<file path="src/rtl/pipe_pkg.sv">
// Shared pipeline-stage definitions: default payload width, NOP encoding and
// the valid-bit derived stage state encoding reused by other pipeline stages.
package pipe_pkg;
  localparam int          PIPE_WIDTH = 32;
  localparam logic [31:0] PIPE_NOP   = 32'h0000_0000;

  localparam logic [1:0] ST_EMPTY = 2'd0;
  localparam logic [1:0] ST_BUSY  = 2'd1;
  localparam logic [1:0] ST_FULL  = 2'd2;

  function automatic logic [1:0] pipe_state(input logic main_v, input logic skid_v);
    if (!main_v)     return ST_EMPTY;
    else if (skid_v) return ST_FULL;
    else             return ST_BUSY;
  endfunction
endpackage

</file>
<file path="src/rtl/sat_counter.sv">
// Saturating up-counter, falling-edge clocked, synchronous active-high reset.
module sat_counter #(
  parameter int CNT_W = 16
) (
  input  logic             clk,
  input  logic             reset,
  input  logic             inc,
  output logic [CNT_W-1:0] count
);
  always_ff @(negedge clk) begin
    if (reset)
      count <= '0;
    else if (inc && (count != {CNT_W{1'b1}}))
      count <= count + 1'b1;
  end
endmodule

</file>
<file path="src/rtl/pipe_skid_reg.sv">
// Pipeline-stage register with valid/ready handshake, one-entry skid buffer,
// flush-to-bubble and a saturating stall counter. All state moves on negedge clk.
module pipe_skid_reg
  import pipe_pkg::*;
#(
  parameter int               WIDTH      = PIPE_WIDTH,
  parameter logic [WIDTH-1:0] RESET_VAL  = '0,
  parameter logic [WIDTH-1:0] BUBBLE_VAL = WIDTH'(PIPE_NOP),
  parameter int               CNT_W      = 16
) (
  input  logic             clk,
  input  logic             reset,
  input  logic             flush,
  input  logic             in_valid,
  output logic             in_ready,
  input  logic [WIDTH-1:0] in_data,
  output logic             out_valid,
  input  logic             out_ready,
  output logic [WIDTH-1:0] out_data,
  output logic [CNT_W-1:0] stall_cnt
);
  logic [WIDTH-1:0] main_d, main_d_n, skid_d, skid_d_n;
  logic             main_v, main_v_n, skid_v, skid_v_n;
  logic             in_ready_n;
  logic             in_xfer;
  logic [1:0]       st;

  assign st        = pipe_state(main_v, skid_v);
  assign in_xfer   = in_valid & in_ready;
  assign out_valid = main_v;
  assign out_data  = main_d;

  always_comb begin
    main_d_n = main_d;
    main_v_n = main_v;
    skid_d_n = skid_d;
    skid_v_n = skid_v;
    case (st)
      ST_EMPTY: begin
        if (in_xfer) begin
          main_d_n = in_data;
          main_v_n = 1'b1;
        end
      end
      ST_BUSY: begin
        if (out_ready && in_xfer) begin
          main_d_n = in_data;
        end else if (out_ready) begin
          main_v_n = 1'b0;
        end else if (in_xfer) begin
          skid_d_n = in_data;
          skid_v_n = 1'b1;
        end
      end
      ST_FULL: begin
        if (out_ready) begin
          main_d_n = skid_d;
          skid_v_n = 1'b0;
        end
      end
      default: ;
    endcase
    // Flush drops everything held, including a same-cycle input word.
    if (flush) begin
      main_d_n = BUBBLE_VAL;
      main_v_n = 1'b0;
      skid_v_n = 1'b0;
    end
    in_ready_n = !(main_v_n && skid_v_n);
  end

  always_ff @(negedge clk) begin
    if (reset) begin
      main_d   <= RESET_VAL;
      main_v   <= 1'b0;
      skid_d   <= '0;
      skid_v   <= 1'b0;
      in_ready <= 1'b1;
    end else begin
      main_d   <= main_d_n;
      main_v   <= main_v_n;
      skid_d   <= skid_d_n;
      skid_v   <= skid_v_n;
      in_ready <= in_ready_n;
    end
  end

  sat_counter #(.CNT_W(CNT_W)) u_stall_cnt (
    .clk   (clk),
    .reset (reset),
    .inc   (main_v & ~out_ready),
    .count (stall_cnt)
  );
endmodule

</file>
<file path="config.mk">
export PLATFORM = sky130hd
export DESIGN_NAME = pipe_skid_reg
export DESIGN_NICKNAME = d
export VERILOG_FILES = /design/src/rtl/pipe_pkg.sv /design/src/rtl/sat_counter.sv /design/src/rtl/pipe_skid_reg.sv
export SDC_FILE = /design/constraint.sdc
export NUM_CORES = 1
export LEC_CHECK = 0
export BUFFER_PORTS_ARGS = -buffer_cell sky130_fd_sc_hd__buf_4
export CAP_MARGIN = 20
export CORE_MARGIN = 4
export CORE_UTILIZATION = 42
export CTS_CLUSTER_SIZE = 12
export DETAILED_ROUTE_END_ITERATION = 8
export PLACE_DENSITY = 0.75
export SYNTH_ARGS = -nofsm -noshare
export SYNTH_HDL_FRONTEND = slang
export SYNTH_SLANG_ARGS = --single-unit
</file>
<file path="constraint.sdc">
create_clock -name clk -period 1.82 [get_ports clk]
set_input_delay 0.364 -clock clk [delete_from_list [all_inputs] [get_ports clk]]
set_output_delay 0.364 -clock clk [all_outputs]
set_load 0.05 [all_outputs]
</file>
==> run metrics, run 1 <==
outcome=finished, violations left; violated checks=negative setup slack; final net count=724; placed cell area=0.00459 mm2; Place WS=-816 ps; Hold WC Path Type=reg -> reg; met1 usage in global routing=35.3%; post-synthesis sequential area ratio=47.6%; GR Overflow Total=0; Routed WL per cell=about 28 um; Synth area leaders=dfxtp_1 48%, nand2_1 11%, a311oi_1 8.5%, a21oi_1 6.2%, nand3_1 4.9%; CTS Hold Bufs=0; synthesized flop and latch total=83; multi-input logic area=0.00268 mm2; routed vias=5274; number of synthesized flops with an enable pin=0; FF-to-FF path depth=9; largest net degree at the start of global routing=36; Static Leak=0.00326 uW; vias in the first global route=4997; final hold violations=0; relative slew slack=62.7%; die width=99.2 um; Final Max Tran Viols=0; Max Cap Viol=0; worst clock skew=between 60 and 70 ps; root buf cell=clkbuf_8; diode count=0; Peak VDD IR=678 uV; GRT Total Usage=33.3%; Die ar.=0.00983 mm2; Worst path top cell family by delay=flip-flops; post-synthesis cell type count=37; M2 GR Usage=between 50% and 60%; routed vias/inst=6.65; Synth Area per Inst=7.97 um2; Synth warnings=0; Final setup viols=~130; RSZ-0062 raised after global routing=yes; global-route wire length before repair=25.7 mm; GPL Wtd Cong=0.807; Critical Path, Cell by Cell=buf_8; top-area cell type share of the netlist area=47.6%; clk buf depth=2; gr busiest metal=met2; met3 Use GR=10.1%; Final HPWL DP=6.39 mm; worst skew pair latency=470 ps; IO Port Bufs=86; Cells after DPL=630; antenna-violating nets left=0; syn_nets=476; Clk pin slew, worst setup/hold paths=about 100 ps; Fillers=248; CORE AREA=0.00789 mm2; Buf/Inv on CP=1; Residual DRC=0; WHS Path Cells=2; Critical Path Source Type=register; setup ws final=-466 ps; drt first pass iters=5; num ports=87; ys async rst share=0%; CP max stage cell=dfxtp_2; clock sinks=83; crit path max fanout=2; row count=32; ys flop type=dfxtp_1; total CTS buffers=9; Synth top cells by count=105 x nand2_1, 83 x dfxtp_1, 43 x a21oi_1, 43 x nor2_1; finished layout cell area=0.00728 mm2; Slew @ Worst Pin=558 ps; cells after synthesis=438; Iter 0 DRT Violations=between 400 and 500; synthesis-to-finish area growth=109%; crit path kind=reg -> out; H-tree depth=3; Non-Filler Instances=793; most common cell in the synthesized netlist=nand2_1; total power draw=5220 uW; TritonCTS clock tree=done; register area=0.00174 mm2; Post-Route WL=22.0 mm; Post-Syn Area=0.00349 mm2; Max stage delay on crit path=roughly 380 ps; Power Dens Cells=a little over 700 mW/mm2; chip height=a little under 100 um; area leader, netlist=dfxtp_1; Worst Path Arrival=about 1900 ps; kind of end point of the critical path=output port; layout cells sized above 1=63.4%; WP depth=1; Starting Density=around 44%; initial antenna violation count=0; Req. time, crit path=1460 ps
-- final timing paths --
| check | end | slack [ps] | startpoint |
|---|---|---|---|
| setup reg to reg | out_data[28] | -300 | out_valid |
| setup / recovery | out_valid | -470 | out_valid |
| hold reg to reg | skid_d[22] | 480 | skid_d[22] |
| hold / removal | skid_d[22] | 480 | skid_d[22] |
-- where the power goes --
group          switching, uW  total [uW]  leakage (uW)  internal, uW
Combinational            481         859       0.00202           378
Sequential              54.1        1920      0.000697          1870
Clock                   1670        2440      0.000541           767
-- metal layers --
layer	wire length [um]	share of wire [%]	up-vias
met3	2320	11	192
li1	-	-	2041
met2	10200	46	526
met4	1860	8.5	0
met1	7620	35	2515
met5	0	0	-
-- layout make-up --
type / count / share of cell area, %
flip-flops and latches: 83 / 24.0
repair buffers: 191 / 30.6
multi-input cells: 316 / 36.7
inverters: 2 / 0.103
clock inverters: 90 / 5.12
clock buffers: 9 / 1.70
well taps: 102 / 1.75
-- kinds of logic (layout without fill, tap and decap cells) --
group / Yosys count / after routing / synth area share [%]
flip-flops: 83 / 83 / 47.6
multiplexers: 4 / 4 / 1.25
AND/OR/NAND/NOR: 218 / 219 / 28.7
buffers and inverters: 40 / 292 / 4.70
AO/OA/AOI/OAI: 92 / 92 / 17.4
adder cells (fa/ha/maj): 1 / 1 / 0.358
-- metrics by stage --
| step | utilization, % | hold WS (ps) | setup TNS [ps] |
|---|---|---|---|
| after floorplan | - | 437 | -39030 |
| after global placement | 58.1 | 442 | -46820 |
| after detailed placement | 58.1 | 449 | -48020 |
| after CTS | 83.8 | 454 | -33700 |
| after global routing | 92.3 | 489 | -42180 |
| final | 92.3 | 480 | -40440 |
-- what timing repair did --
item | 4_1_cts | 5_1_grt
endpoints found under the setup margin | 128 | 131
gates cloned | 14 | 2
pin swaps | 49 | 48
resized for setup | 237 | 164
buffers inserted | 36 | 27
endpoints found under the hold margin | 0 | 0
-- state kept, by name, summed over array words and instances (netlist names) --
| name | cells |
|---|---|
| out_valid | 1 |
| u_stall_cnt.count | 16 |
| skid_d | 32 |
| in_ready | 1 |
| out_data | 32 |
| skid_v | 1 |
-- cell usage in the layout (no fill, tap or decap), drive strengths merged, types with 7 or more instances in the layout --
cell type / count
buf: 190
nand2: 105
inv: 89
dfxtp: 83
a21oi: 43
nor2: 43
nand3: 34
a311oi: 34
clkbuf: 10
or3: 8
o21ai: 7
Power figures use the tool's default switching activity.
==> run 2: changes to the inputs <==
- CORE_UTILIZATION: 42 -> 45
- PLACE_DENSITY: 0.75 -> 0.79
==> run 2 against run 1 <==
  * The run still ends with negative setup slack left
  * Count of clock-buffer cells in the layout unchanged
  * Final area is 7.7% lower
  * Critical endpoint is now out_data[18]
  * Sequential power barely moved
  * Worst setup slack got worse by 86 ps
  * Wire length down 12%
==> run metrics, run 2 (synthesis results as in run 1) <==
Final setup viols=129 (was 131); layout cells sized above 1=55.5% (was 63.4%); antenna-violating nets left=0 (unchanged); met3 Use GR=11.6% (was 10.1%); root buf cell=clkbuf_8 (unchanged); Worst Path Arrival=1790 ps (was 1920 ps); Hold WC Path Type=reg -> reg (unchanged); largest net degree at the start of global routing=36 (unchanged); setup ws final=-552 ps (was -466 ps); Non-Filler Instances=775 (was 793); Die ar.=0.00923 mm2 (was 0.00983 mm2); IO Port Bufs=86 (unchanged); worst clock skew=71.5 ps (was 60.3 ps); crit path kind=in -> reg (was reg -> out); H-tree depth=3 (unchanged); num ports=87 (unchanged); Max stage delay on crit path=320 ps (was 380 ps); Req. time, crit path=1240 ps (was 1460 ps); Static Leak=0.00304 uW (was 0.00326 uW); crit path max fanout=24 (was 2); Iter 0 DRT Violations=613 (was 469); met1 usage in global routing=33.6% (was 35.3%); synthesis-to-finish area growth=92.5% (was 109%); Post-Route WL=19.3 mm (was 22.0 mm); CTS Hold Bufs=0 (unchanged); Worst Setup SP=out_ready (was out_valid); routed vias/inst=6.46 (was 6.65); final net count=709 (was 724); relative slew slack=64.9% (was 62.7%); global-route wire length before repair=23.0 mm (was 25.7 mm); commonest non-fill, non-tap cells in the layout=93 x buf_4, 86 x inv_1, 57 x nand2_1 (was 94 x buf_4, 86 x inv_1, 52 x buf_8); routed vias=5004 (was 5274); Peak VDD IR=579 uV (was 678 uV); diode count=0 (unchanged); CORE AREA=0.00741 mm2 (was 0.00789 mm2); gr busiest metal=met2 (unchanged); outcome=finished, violations left (unchanged); clk buf depth=2 (unchanged); chip height=96.1 um (was 99.2 um); worst skew pair latency=480 ps (was 470 ps); FF-to-FF path depth=7 (was 9); total CTS buffers=9 (unchanged); GR Overflow Total=0 (unchanged); GRT Total Usage=32.7% (was 33.3%); vias in the first global route=4723 (was 4997); Critical Path Source Type=input port (was register); most frequent CP cell=buf_6; M2 GR Usage=54.9% (was 57.0%); Slew @ Worst Pin=527 ps (was 558 ps); WHS Path Cells=2 (unchanged); CP max stage cell=a311oi_1 (was dfxtp_2); Critical Path, Cell by Cell=buf_8 -> buf_6 -> nand2b_4 -> buf_6 -> buf_6 -> a21boi_4 -> buf_12 -> nor2_1 -> a311oi_1 (was buf_8); Power Dens Cells=746 mW/mm2 (was 717 mW/mm2); final hold violations=0 (unchanged); hold path startpoint=skid_d[8] (was skid_d[22]); clock sinks=83 (unchanged); RSZ-0062 raised after global routing=yes (unchanged); kind of end point of the critical path=register (was output port); Final HPWL DP=6.55 mm (was 6.39 mm); GPL Wtd Cong=0.788 (was 0.807); leading cell type in the layout, fill and taps excluded=buf_4 (unchanged); reg-to-reg startpoint=out_valid (unchanged); Routed WL per cell=24.9 um (was 27.7 um); Max Cap Viol=0 (unchanged); die width=96.1 um (was 99.2 um); row count=31 (was 32); TritonCTS clock tree=done (unchanged); Cells after DPL=628 (was 630); initial antenna violation count=0 (unchanged); violated checks=negative setup slack (unchanged); Place WS=-825 ps (was -816 ps); drt first pass iters=7 (was 5); Starting Density=47.1% (was 44.2%); Clk pin slew, worst setup/hold paths=80 ps (was 100 ps); Final Max Tran Viols=0 (unchanged); Residual DRC=0 (unchanged)
run 2: cell types whose count changed in the layout (fill, tap and decap cells not counted), sizes merged:
cell,delta
buf,-14
clkinv,+1
or2,-1
inv,-1
run 2: area by class of cell:
cell class | count | area [um2]
fill | 260 | 689
clock buffer | 9 | 124
tap | 99 | 124
timing repair buffer | 177 | 1990
sequential | 83 | 1730
clock inverter | 90 | 375
inverter | 2 | 7.51
multi-input combinational | 315 | 2370
run 2: power by group:
| group | switching (uW) | total [uW] | internal, uW |
|---|---|---|---|
| combinational | 409 | 703 | 294 |
| clock | 1630 | 2390 | 764 |
| sequential | 49.3 | 1920 | 1870 |
run 2: worst max-delay path, delay by kind of cell:
kind	cells	cell delay, ps
simple gates	2	200
compound gates	2	630
buf+inv	5	600
run 2: routing by layer:
layer  share of wire [%]  up-vias
met4                 8.2        0
met1                  35     2348
li1                    -     2005
met5                   0        -
met2                  47      491
met3                 9.7      160
run 2: path summary, 6_finish.rpt:
check | slack [ps] | end
max | -550 | out_data[18]
min | 480 | skid_d[8]
max reg2reg | -430 | out_data[18]
min reg2reg | 480 | skid_d[8]
run 2: metrics by stage:
| stage | setup TNS (ps) | utilization [%] | cell area [um2] | hold slack [ps] | power (uW) |
|---|---|---|---|---|---|
| 3_5_place_dp | -56910 | 61.8 | 4580 | 456 | 2680 |
| 2_1_floorplan | -39030 | - | 3720 | 437 | 2510 |
| 4_1_cts | -40750 | 83.1 | 6160 | 462 | 4550 |
| 6_report | -51390 | 90.7 | 6720 | 477 | 5010 |
| 3_3_place_gp | -52230 | 61.8 | 4580 | 442 | 2670 |
| 5_1_grt | -54480 | 90.7 | 6720 | 495 | 5140 |
run 2: timing repair:
item	CTS	global route
pin swaps	40	46
endpoints found under the setup margin	129	132
buffers inserted	25	22
resized for setup	202	101
gates cloned	5	2
